--- src/rtl/pipe_ctrl_pkg.sv ---
// Shared definitions for the pipeline hazard controller: state encoding,
// counter width default, stage-control bundle and the branch-resolution helper.
package pipe_ctrl_pkg;

    localparam int CNT_W_DEFAULT = 16;

    localparam logic [1:0] ST_RUN      = 2'd0;
    localparam logic [1:0] ST_MEM_WAIT = 2'd1;
    localparam logic [1:0] ST_SQUASH   = 2'd2;

    typedef struct packed {
        logic pc_we;
        logic ifid_we;
        logic idex_we;
        logic exmem_we;
        logic ifid_flush;
        logic idex_flush;
        logic exmem_flush;
        logic redirect;
    } ctrl_t;

    localparam ctrl_t CTRL_RUN      = 8'b1111_0000;
    localparam ctrl_t CTRL_TAKEN    = 8'b1111_1111;
    localparam ctrl_t CTRL_HOLD     = 8'b0000_0000;
    localparam ctrl_t CTRL_LOAD_USE = 8'b0011_0100;
    localparam ctrl_t CTRL_RESET    = 8'b0000_1110;

    function automatic logic branch_taken(
        input logic jump,
        input logic jalr,
        input logic blt,
        input logic bge,
        input logic lt
    );
        return jump | jalr | (blt & lt) | (bge & ~lt);
    endfunction

endpackage

--- src/rtl/pipe_hazard_ctrl_if.sv ---
// Signal bundle between the pipeline datapath (master) and the hazard
// controller (slave).
interface pipe_hazard_ctrl_if
    import pipe_ctrl_pkg::*;
#(
    parameter int CNT_W = CNT_W_DEFAULT
);
    logic [4:0]       id_rs1;
    logic [4:0]       id_rs2;
    logic             id_use_rs1;
    logic             id_use_rs2;
    logic [4:0]       ex_rd;
    logic             ex_lw;
    logic             mem_jump;
    logic             mem_jalr;
    logic             mem_blt;
    logic             mem_bge;
    logic             mem_lt;
    logic             dmem_req;
    logic             dmem_ready;
    logic             pc_we;
    logic             ifid_we;
    logic             idex_we;
    logic             exmem_we;
    logic             ifid_flush;
    logic             idex_flush;
    logic             exmem_flush;
    logic             redirect;
    logic [CNT_W-1:0] stall_cnt;
    logic [CNT_W-1:0] flush_cnt;

    modport master (
        output id_rs1, id_rs2, id_use_rs1, id_use_rs2, ex_rd, ex_lw,
               mem_jump, mem_jalr, mem_blt, mem_bge, mem_lt, dmem_req, dmem_ready,
        input  pc_we, ifid_we, idex_we, exmem_we, ifid_flush, idex_flush,
               exmem_flush, redirect, stall_cnt, flush_cnt
    );

    modport slave (
        input  id_rs1, id_rs2, id_use_rs1, id_use_rs2, ex_rd, ex_lw,
               mem_jump, mem_jalr, mem_blt, mem_bge, mem_lt, dmem_req, dmem_ready,
        output pc_we, ifid_we, idex_we, exmem_we, ifid_flush, idex_flush,
               exmem_flush, redirect, stall_cnt, flush_cnt
    );

endinterface

--- src/rtl/pipe_hazard_ctrl_cmp.sv ---
// Load-use detector: the ID/EX load writes a register the IF/ID instruction
// reads. x0 never creates a hazard.
module hazard_cmp (
    input  logic [4:0] i_id_rs1,
    input  logic [4:0] i_id_rs2,
    input  logic       i_id_use_rs1,
    input  logic       i_id_use_rs2,
    input  logic [4:0] i_ex_rd,
    input  logic       i_ex_lw,
    output logic       o_load_use
);
    logic w_rd_nonzero;
    logic w_hit_rs1;
    logic w_hit_rs2;

    assign w_rd_nonzero = (i_ex_rd != 5'd0);
    assign w_hit_rs1    = i_id_use_rs1 & (i_id_rs1 == i_ex_rd);
    assign w_hit_rs2    = i_id_use_rs2 & (i_id_rs2 == i_ex_rd);
    assign o_load_use   = i_ex_lw & w_rd_nonzero & (w_hit_rs1 | w_hit_rs2);

endmodule

--- src/rtl/pipe_hazard_ctrl.sv ---
// Pipeline hazard controller: stalls for load-use and data-memory waits,
// squashes three stages on a taken control transfer, counts stall/flush cycles.
module pipe_hazard_ctrl
    import pipe_ctrl_pkg::*;
#(
    parameter int CNT_W = CNT_W_DEFAULT
)(
    input  logic             clk,
    input  logic             reset,
    pipe_hazard_ctrl_if.slave bus
);
    localparam logic [CNT_W-1:0] CNT_MAX = {CNT_W{1'b1}};
    localparam logic [CNT_W-1:0] CNT_ONE = {{(CNT_W-1){1'b0}}, 1'b1};

    logic [1:0]       r_state;
    logic [CNT_W-1:0] r_stall_cnt;
    logic [CNT_W-1:0] r_flush_cnt;
    logic [1:0]       w_next_state;
    logic             w_taken;
    logic             w_load_use;
    logic             w_mem_stall;
    logic             w_stall_inc;
    logic             w_flush_inc;
    ctrl_t            w_ctrl;
    ctrl_t            w_out;

    assign w_taken     = branch_taken(bus.mem_jump, bus.mem_jalr, bus.mem_blt,
                                      bus.mem_bge, bus.mem_lt);
    assign w_mem_stall = bus.dmem_req & ~bus.dmem_ready;

    hazard_cmp u_cmp (
        .i_id_rs1     (bus.id_rs1),
        .i_id_rs2     (bus.id_rs2),
        .i_id_use_rs1 (bus.id_use_rs1),
        .i_id_use_rs2 (bus.id_use_rs2),
        .i_ex_rd      (bus.ex_rd),
        .i_ex_lw      (bus.ex_lw),
        .o_load_use   (w_load_use)
    );

    // Next state and stage controls; a taken transfer outranks memory and load-use stalls
    always_comb begin
        w_next_state = ST_RUN;
        w_ctrl       = CTRL_RESET;
        w_stall_inc  = 1'b0;
        w_flush_inc  = 1'b0;
        case (r_state)
            ST_RUN: begin
                if (w_taken) begin
                    w_ctrl       = CTRL_TAKEN;
                    w_next_state = ST_SQUASH;
                    w_flush_inc  = 1'b1;
                end else if (w_mem_stall) begin
                    w_ctrl       = CTRL_HOLD;
                    w_next_state = ST_MEM_WAIT;
                    w_stall_inc  = 1'b1;
                end else if (w_load_use) begin
                    w_ctrl       = CTRL_LOAD_USE;
                    w_next_state = ST_RUN;
                    w_stall_inc  = 1'b1;
                end else begin
                    w_ctrl       = CTRL_RUN;
                    w_next_state = ST_RUN;
                end
            end
            ST_MEM_WAIT: begin
                if (!bus.dmem_ready) begin
                    w_ctrl       = CTRL_HOLD;
                    w_next_state = ST_MEM_WAIT;
                    w_stall_inc  = 1'b1;
                end else begin
                    w_ctrl       = CTRL_RUN;
                    w_next_state = ST_RUN;
                end
            end
            ST_SQUASH: begin
                w_ctrl       = CTRL_RUN;
                w_next_state = ST_RUN;
            end
            default: begin
                w_ctrl       = CTRL_RESET;
                w_next_state = ST_RUN;
            end
        endcase
    end

    // Reset forces the safe pattern on the outputs without waiting for a clock
    always_comb begin
        w_out = CTRL_RESET;
        if (reset) begin
            w_out = CTRL_RESET;
        end else begin
            w_out = w_ctrl;
        end
    end

    // State register
    always_ff @(posedge clk or posedge reset) begin
        if (reset) begin
            r_state <= ST_RUN;
        end else begin
            r_state <= w_next_state;
        end
    end

    // Saturating performance counters
    always_ff @(posedge clk or posedge reset) begin
        if (reset) begin
            r_stall_cnt <= {CNT_W{1'b0}};
            r_flush_cnt <= {CNT_W{1'b0}};
        end else begin
            if (w_stall_inc && (r_stall_cnt != CNT_MAX)) begin
                r_stall_cnt <= r_stall_cnt + CNT_ONE;
            end
            if (w_flush_inc && (r_flush_cnt != CNT_MAX)) begin
                r_flush_cnt <= r_flush_cnt + CNT_ONE;
            end
        end
    end

    assign bus.pc_we       = w_out.pc_we;
    assign bus.ifid_we     = w_out.ifid_we;
    assign bus.idex_we     = w_out.idex_we;
    assign bus.exmem_we    = w_out.exmem_we;
    assign bus.ifid_flush  = w_out.ifid_flush;
    assign bus.idex_flush  = w_out.idex_flush;
    assign bus.exmem_flush = w_out.exmem_flush;
    assign bus.redirect    = w_out.redirect;
    assign bus.stall_cnt   = r_stall_cnt;
    assign bus.flush_cnt   = r_flush_cnt;

endmodule

--- src/flat_wrapper.sv ---
// flat-port wrapper written by rule: the top's interface ports become plain ports
module pipe_hazard_ctrl_flat import pipe_ctrl_pkg::*;
#(
    parameter int CNT_W = CNT_W_DEFAULT
)
  (clk, reset, bus_id_rs1, bus_id_rs2, bus_id_use_rs1, bus_id_use_rs2, bus_ex_rd, bus_ex_lw, bus_mem_jump, bus_mem_jalr, bus_mem_blt, bus_mem_bge, bus_mem_lt, bus_dmem_req, bus_dmem_ready, bus_pc_we, bus_ifid_we, bus_idex_we, bus_exmem_we, bus_ifid_flush, bus_idex_flush, bus_exmem_flush, bus_redirect, bus_stall_cnt, bus_flush_cnt);
  pipe_hazard_ctrl_if #(.CNT_W(CNT_W)) bus_i ();
  input  logic clk;
  input  logic reset;
  input wire logic [$bits(bus_i.id_rs1)-1:0] bus_id_rs1;
  input wire logic [$bits(bus_i.id_rs2)-1:0] bus_id_rs2;
  input wire logic [$bits(bus_i.id_use_rs1)-1:0] bus_id_use_rs1;
  input wire logic [$bits(bus_i.id_use_rs2)-1:0] bus_id_use_rs2;
  input wire logic [$bits(bus_i.ex_rd)-1:0] bus_ex_rd;
  input wire logic [$bits(bus_i.ex_lw)-1:0] bus_ex_lw;
  input wire logic [$bits(bus_i.mem_jump)-1:0] bus_mem_jump;
  input wire logic [$bits(bus_i.mem_jalr)-1:0] bus_mem_jalr;
  input wire logic [$bits(bus_i.mem_blt)-1:0] bus_mem_blt;
  input wire logic [$bits(bus_i.mem_bge)-1:0] bus_mem_bge;
  input wire logic [$bits(bus_i.mem_lt)-1:0] bus_mem_lt;
  input wire logic [$bits(bus_i.dmem_req)-1:0] bus_dmem_req;
  input wire logic [$bits(bus_i.dmem_ready)-1:0] bus_dmem_ready;
  output wire logic [$bits(bus_i.pc_we)-1:0] bus_pc_we;
  output wire logic [$bits(bus_i.ifid_we)-1:0] bus_ifid_we;
  output wire logic [$bits(bus_i.idex_we)-1:0] bus_idex_we;
  output wire logic [$bits(bus_i.exmem_we)-1:0] bus_exmem_we;
  output wire logic [$bits(bus_i.ifid_flush)-1:0] bus_ifid_flush;
  output wire logic [$bits(bus_i.idex_flush)-1:0] bus_idex_flush;
  output wire logic [$bits(bus_i.exmem_flush)-1:0] bus_exmem_flush;
  output wire logic [$bits(bus_i.redirect)-1:0] bus_redirect;
  output wire logic [$bits(bus_i.stall_cnt)-1:0] bus_stall_cnt;
  output wire logic [$bits(bus_i.flush_cnt)-1:0] bus_flush_cnt;
  assign bus_i.id_rs1 = bus_id_rs1;
  assign bus_i.id_rs2 = bus_id_rs2;
  assign bus_i.id_use_rs1 = bus_id_use_rs1;
  assign bus_i.id_use_rs2 = bus_id_use_rs2;
  assign bus_i.ex_rd = bus_ex_rd;
  assign bus_i.ex_lw = bus_ex_lw;
  assign bus_i.mem_jump = bus_mem_jump;
  assign bus_i.mem_jalr = bus_mem_jalr;
  assign bus_i.mem_blt = bus_mem_blt;
  assign bus_i.mem_bge = bus_mem_bge;
  assign bus_i.mem_lt = bus_mem_lt;
  assign bus_i.dmem_req = bus_dmem_req;
  assign bus_i.dmem_ready = bus_dmem_ready;
  assign bus_pc_we = bus_i.pc_we;
  assign bus_ifid_we = bus_i.ifid_we;
  assign bus_idex_we = bus_i.idex_we;
  assign bus_exmem_we = bus_i.exmem_we;
  assign bus_ifid_flush = bus_i.ifid_flush;
  assign bus_idex_flush = bus_i.idex_flush;
  assign bus_exmem_flush = bus_i.exmem_flush;
  assign bus_redirect = bus_i.redirect;
  assign bus_stall_cnt = bus_i.stall_cnt;
  assign bus_flush_cnt = bus_i.flush_cnt;
  pipe_hazard_ctrl #(.CNT_W(CNT_W)) u_core (.clk(clk), .reset(reset), .bus(bus_i));
endmodule
--- config.mk ---
export PLATFORM = sky130hd
export DESIGN_NAME = pipe_hazard_ctrl_flat
export DESIGN_NICKNAME = d
export VERILOG_FILES = /design/src/rtl/pipe_ctrl_pkg.sv /design/src/rtl/pipe_hazard_ctrl_if.sv /design/src/rtl/pipe_hazard_ctrl_cmp.sv /design/src/rtl/pipe_hazard_ctrl.sv /design/src/flat_wrapper.sv
export SDC_FILE = /design/constraint.sdc
export NUM_CORES = 1
export LEC_CHECK = 0
export ABC_AREA = 1
export CORE_MARGIN = 4
export CORE_UTILIZATION = 53
export CTS_CLUSTER_DIAMETER = 150
export DETAILED_ROUTE_END_ITERATION = 8
export PLACE_DENSITY = 0.88
export SLEW_MARGIN = 5
export SYNTH_ARGS = -nofsm -noshare
export SYNTH_HDL_FRONTEND = slang
export SYNTH_HIERARCHICAL = 1
export SYNTH_SLANG_ARGS = --single-unit
export TNS_END_PERCENT = 10
--- constraint.sdc ---
create_clock -name clk -period 2.18 [get_ports clk]
set_input_delay 0.436 -clock clk [delete_from_list [all_inputs] [get_ports clk]]
set_output_delay 0.436 -clock clk [all_outputs]
set_load 0.01 [all_outputs]
**Word-level counts from Yosys, hierarchy flattened**

Index checks and enable logic that the tools add are counted.
Widths: inputs -> output; s select.

- Bitwise operators: 13
- Add/subtract/negate cells: 2
- Eq/ne operators: 6
- Multiplexer cells: 17
- Reductions and logical operators: 4

Operators by type and width:

| kind | count |
|---|---|
| $mux 8 | 5 |
| $add 16x1->16 const B | 2 |
| $ne 16x16->1 const B | 2 |
| $pmux 8 s3 | 1 |
| $eq 5x5->1 | 2 |
| $mux 1 | 8 |
| $and 1x1->1 | 7 |
| $reduce_bool 5->1 | 1 |
| $or 1x1->1 | 4 |
| $pmux 2 s2 | 1 |
| $eq 2x1->1 const B | 1 |
| $eq 2x2->1 const B | 1 |
| $logic_and 1x1->1 | 2 |
| $logic_not 2->1 | 1 |
| $mux 2 | 1 |
| $not 1->1 | 2 |
| $pmux 1 s2 | 1 |

- Bits in registers: 34
- Input port bits: 27

**Longest topological paths before layout**

- Depth after elaboration: 9
- Gate-level depth with buffers: 14
- Depth with buffers taken out: 13

**Hierarchy**

The synthesis kept the hierarchy.

Modules (own cells, without submodules):

| module | sequential area each (µm²) | cells an instance | instances | area each (µm²) |
|---|---|---|---|---|
| pipe_hazard_ctrl | 850.8 | 332 | 1 | 2297.2 |
| hazard_cmp | 0.0 | 54 | 1 | 216.5 |

**Worst setup path before layout**

OpenSTA, ideal clock, no wires.

- Kind: input port to output port
- Start: input port bus_ex_rd[2]
- End: output port bus_pc_we
- Required time: 1.744 ns
- Path slack: 0.360 ns
- Buffers on the path: 1
- Cell stages on the path: 11
- Arrival: 1.384 ns
- Cell sequence: inv_1 nor2_1 a21oi_1 nand3_1 a21oi_1 inv_1 nand2_1 nand2_1 a21oi_1 nor2_1 buf_4

- Longest elaborated chain between the ends: 9
- Elaborated cells on any way between the ends: 13
- Classes of those cells: eq/ne (2); mux (5); bitwise (5); reduce/logical (1)

Ends and longest elaborated chain:

| what | RTL line | RTL |
|---|---|---|
| from (decl) | flat_wrapper.sv:14 | `input wire logic [$bits(bus_i.ex_rd)-1:0] bus_ex_rd;` |
| $eq 5x5->1, on equally long branches | pipe_hazard_ctrl_cmp.sv:17, pipe_hazard_ctrl_cmp.sv:18 |  |
| $and 1x1->1, on equally long branches | pipe_hazard_ctrl_cmp.sv:17, pipe_hazard_ctrl_cmp.sv:18 |  |
| $or 1x1->1 | pipe_hazard_ctrl_cmp.sv:19 | `assign o_load_use = i_ex_lw & w_rd_nonzero & (w_hit_rs1 \| w_hit_rs2);` |
| $and 1x1->1 (*) | pipe_hazard_ctrl_cmp.sv:19 |  |
| named net u_core.w_load_use | pipe_hazard_ctrl.sv:20 | `logic w_load_use;` |
| $mux 8 (*) | pipe_hazard_ctrl.sv:57 | `end else if (w_load_use) begin` |
| $mux 8 (*) | pipe_hazard_ctrl.sv:53 | `end else if (w_mem_stall) begin` |
| $mux 8 (*) | pipe_hazard_ctrl.sv:49 | `if (w_taken) begin` |
| $pmux 8 s3 (*) | pipe_hazard_ctrl.sv:47 | `case (r_state)` |
| $mux 8 (*) | pipe_hazard_ctrl.sv:90 | `if (reset) begin` |
| to (decl) | flat_wrapper.sv:23 | `output wire logic [$bits(bus_i.pc_we)-1:0] bus_pc_we;` |

Mark *: on every way through the listed nets, which the timed path passes. The rest lies on a longest branch.

**Worst setup path in the final report**

- Start: input port bus_mem_lt
- End: output port bus_exmem_we

- Longest elaborated chain between the ends: 6
- Elaborated cells on any way between the ends: 8
- Classes of those cells: mux (3); bitwise (5)

Ends and longest elaborated chain:

| what | RTL line | RTL |
|---|---|---|
| from (decl) | flat_wrapper.sv:20 | `input wire logic [$bits(bus_i.mem_lt)-1:0] bus_mem_lt;` |
| $and 1x1->1 or $not 1->1 (tied branches) | pipe_ctrl_pkg.sv:35 | `return jump \| jalr \| (blt & lt) \| (bge & ~lt);` |
| $or 1x1->1 or $and 1x1->1 (tied branches) | pipe_ctrl_pkg.sv:35 |  |
| $or 1x1->1 (*) | pipe_ctrl_pkg.sv:35 |  |
| $mux 8 (*) | pipe_hazard_ctrl.sv:49 |  |
| $pmux 8 s3 (*) | pipe_hazard_ctrl.sv:47 |  |
| $mux 8 (*) | pipe_hazard_ctrl.sv:90 |  |
| to (decl) | flat_wrapper.sv:26 | `output wire logic [$bits(bus_i.exmem_we)-1:0] bus_exmem_we;` |

Every way passes the cells marked *; elsewhere a longest branch is shown, timed or not.

==> flow_summary.json <==
{
  "fin_crit_sh": 0.9796,
  "post_synth_instance_area_um2": 2514,
  "critical_path_sink_type": "primary output",
  "dp_slack_ns": -0.5874,
  "wirelength_um": 6536,
  "irDropWorstVdd_mv": 0.5961,
  "gpl.final_weighted_congestion": 0.9334,
  "timing.final.setup_violations": 0,
  "tritoncts_buffer_count": 5,
  "worst_skew_pair.late_latency_ns": 0.28,
  "die_outline_height_um": 76.87,
  "grt_first_pass_wirelength_um": 11330,
  "hpwl_um": 4961,
  "clock_buffer_depth": 2,
  "detail_route.wl_per_cell_um": 12.59,
  "synthDistinctLibCells": 27,
  "tritoncts": "done",
  "timing.critical_path.max_delay_family": "buffers and inverters",
  "timing.hold.worst_path_depth": 2,
  "timing.final.max_slew_violations": 0,
  "final_critical_path_setup_slack_ns": 0.04448,
  "path_class": "input pin to primary output",
  "number_of_antenna_violations_at_the_first_check_in_global_routing": 0,
  "drtIter0Drc": 210,
  "routed-via-count": 2687,
  "hp-class": "flop to flop",
  "via_count_of_the_first_global_routing_pass": 2738,
  "most_common_cell_after_layout_fill_and_taps_aside": "nand2_1",
  "die_area_um2": 5908,
  "cp_common_cell": "nor2_2",
  "core_area_um2": 4474,
  "min_delay_worst_endpoint": "u_core/bus.flush_cnt[1]",
  "actual_transition_at_the_worst_max_transition_pin_ns": 0.3930,
  "total_number_of_h_tree_levels": 2,
  "critical_path_slowest_stage_cell": "clkdlybuf4s50_1",
  "reg2reg_to": "u_core/bus.stall_cnt[12]",
  "path_cells": "clkdlybuf4s50_1, nand2_1, nand2_1, nor2_2, inv_1, nor2_2, nor2_2, nor2_1, nor2_1, buf_2",
  "start_util": 0.5618,
  "p_per_area_nw_per_um2": 596.4,
  "crit_path_max_incr_delay_ns": 0.49,
  "layout_common_cells": "nand2_1, clkdlybuf4s50_1, nor2_1, dfrtp_1, inv_1",
  "timing.final.crit_period_ns": 2.136,
  "syn2layout_area_growth_pct": 33.45,
  "clock_sink_count": 34,
  "critPathMaxFanout": 2,
  "finalHoldViolations": 0,
  "worstPathRequired_ns": 1.74,
  "worst-endpoint-arrival_ns": 1.70,
  "num-nets-final": 499,
  "ys_ff_latch": 34,
  "outcome": "finished, final reports clean",
  "mappedNetlistNets": 419,
  "clk_pin_slew_worst_paths_ns": 0.07,
  "timing.max_cap.violations": 0,
  "remaining_drc_errors": 0,
  "first_pass_iters": 4,
  "layoutNonFillerInstCount": 519,
  "floorplan.io_pins": 67,
  "layout.core_utilization": 0.7497,
  "drive_above_1_share": 0.1392,
  "cts-root-buf": "clkbuf_8",
  "timing.clock.skew_ns": 0.005225,
  "netlist_instances": 386,
  "via_per_inst": 5.177,
  "regToRegSetupSlack_ns": 0.35,
  "max_slew_margin": 0.7374,
  "combined_buffer_and_inverter_count_along_the_critical_path": 3,
  "rsz0062_at_grt": "true",
  "io_buffers": 66,
  "setup.worst_path.start_class": "input pin",
  "cts_hold_buf": 0,
  "worstRegToRegCells": 7,
  "seq_area_frac_synth": 0.3385,
  "synth.avg_cell_area_um2": 6.512,
  "antenna_violating_nets_post_route": 0,
  "grt_overflow": 0,
  "n_antenna_cell": 0,
  "row_count": 24,
  "placed_cells": 509,
  "grt.total_usage": 0.2234,
  "reg2reg_from": "u_core/bus.stall_cnt[0]",
  "holdCritStartpoint": "u_core/bus.flush_cnt[1]",
  "die_w_um": 76.87,
  "p_leak_nw": 1.723,
  "yosysWarnings": 6,
  "grt_max_degree": 24,
  "max_clk_rate_mhz": 468.3,
  "fin_tns_setup_ns": 0
}
## Yosys cell counts
cell type    n  area [um2]
nand4_4      1       21.27
nand2_2      3       18.77
a21oi_1      4       20.02
xnor2_1     12       105.1
buf_6        2       22.52
nand3_1     26       130.1
o21ai_0      5       25.02
inv_2        4       15.01
or2_2        1       6.260
nor2_4       1       11.26
buf_2        2       10.01
nand2_1    172       645.6
a21o_1       1       7.510
and2_1       4       25.02
nand3b_1     5       37.54
nor2_2       1       6.260
nor3b_1      1       7.510
inv_1       35       131.4
buf_4        4       30.03
nand4_1      8       50.05
ha_1         6       75.07
nor3_2       1       10.01
nor2_1      44       165.2
xor2_1       5       43.79
nand3_2      2       20.02
dfrtp_1     34       850.8
nand2_4      2       22.52
## where the power goes
part           internal (mW)  switching (mW)
Sequential             0.702           0.107
Clock                  0.319           0.231
Combinational          0.311           0.330
Total                   1.33           0.669
## what timing repair did
action	4_1_cts	5_1_grt
pin swaps	16	6
buffers inserted	1	1
setup endpoints to repair	8	9
gates resized for setup	46	26
## stage by stage
| stage | instance area (um2) | hold WS [ns] | total power [mW] |
|---|---|---|---|
| 2_1_floorplan | 2514 | 0.5509 | 1.163 |
| 3_3_place_gp | 3274 | 0.5253 | 1.459 |
| 3_5_place_dp | 3274 | 0.5313 | 1.484 |
| 4_1_cts | 3361 | 0.5500 | 2.014 |
| 5_1_grt | 3354 | 0.5728 | 2.136 |
| 6_report | 3354 | 0.5414 | 2.001 |
## cell families after synthesis
family,Yosys count,share of synthesized area
adder cells (fa/ha/maj),6,0.02986
AND/OR/NAND/NOR,272,0.4684
buffers and inverters,47,0.08313
flip-flops,34,0.3385
AO/OA/AOI/OAI,10,0.02091
XOR/XNOR,17,0.05923
## how the worst max path moves through the flow
| stage | startpoint | to | slack [ns] | cells after the start |
|---|---|---|---|---|
| after floorplan | bus_ex_rd[2] | bus_pc_we | 0.36 | 11 |
| after global placement | bus_ex_rd[0] | bus_ifid_we | -0.53 | 13 |
| after detailed placement | bus_ex_rd[4] | bus_pc_we | -0.59 | 13 |
| after CTS | bus_mem_jalr | bus_ifid_flush | -0.006 | 9 |
| after global routing | bus_id_rs1[1] | bus_pc_we | -0.05 | 13 |
| final | bus_mem_lt | bus_exmem_we | 0.04 | 10 |
## sequential cells by signal, indices dropped and copies added, names as in the netlist
register              count
u_core/bus.flush_cnt     16
u_core/bus.stall_cnt     16
u_core/r_state            2
## metal layers
metal | wire (um) | part of all wire | track usage
met4 | 76 | 0.012 | 0.05616
met2 | 3381 | 0.52 | 0.4120
met1 | 2698 | 0.41 | 0.2647
met5 | 0 | 0 | 0
met3 | 380 | 0.058 | 0.04098
## worst register-to-register path, cell delays in order, from the launching register on
cell,delay [ns]
dfrtp_1,0.46
ha_1,0.29
nand3_2,0.17
nor2_4,0.18
nand4_4,0.24
nand2_4,0.27
nand2_1,0.09
nand2_1,0.07
## layout make-up
class / instances / area, um2
clock buffer: 8 / 110.1
inverter: 39 / 146.4
tap: 52 / 65.06
multi-input combinational: 305 / 1486
sequential: 34 / 850.8
fill: 363 / 1120
timing repair buffer: 81 / 695.7
Power figures use the tool's default switching activity.
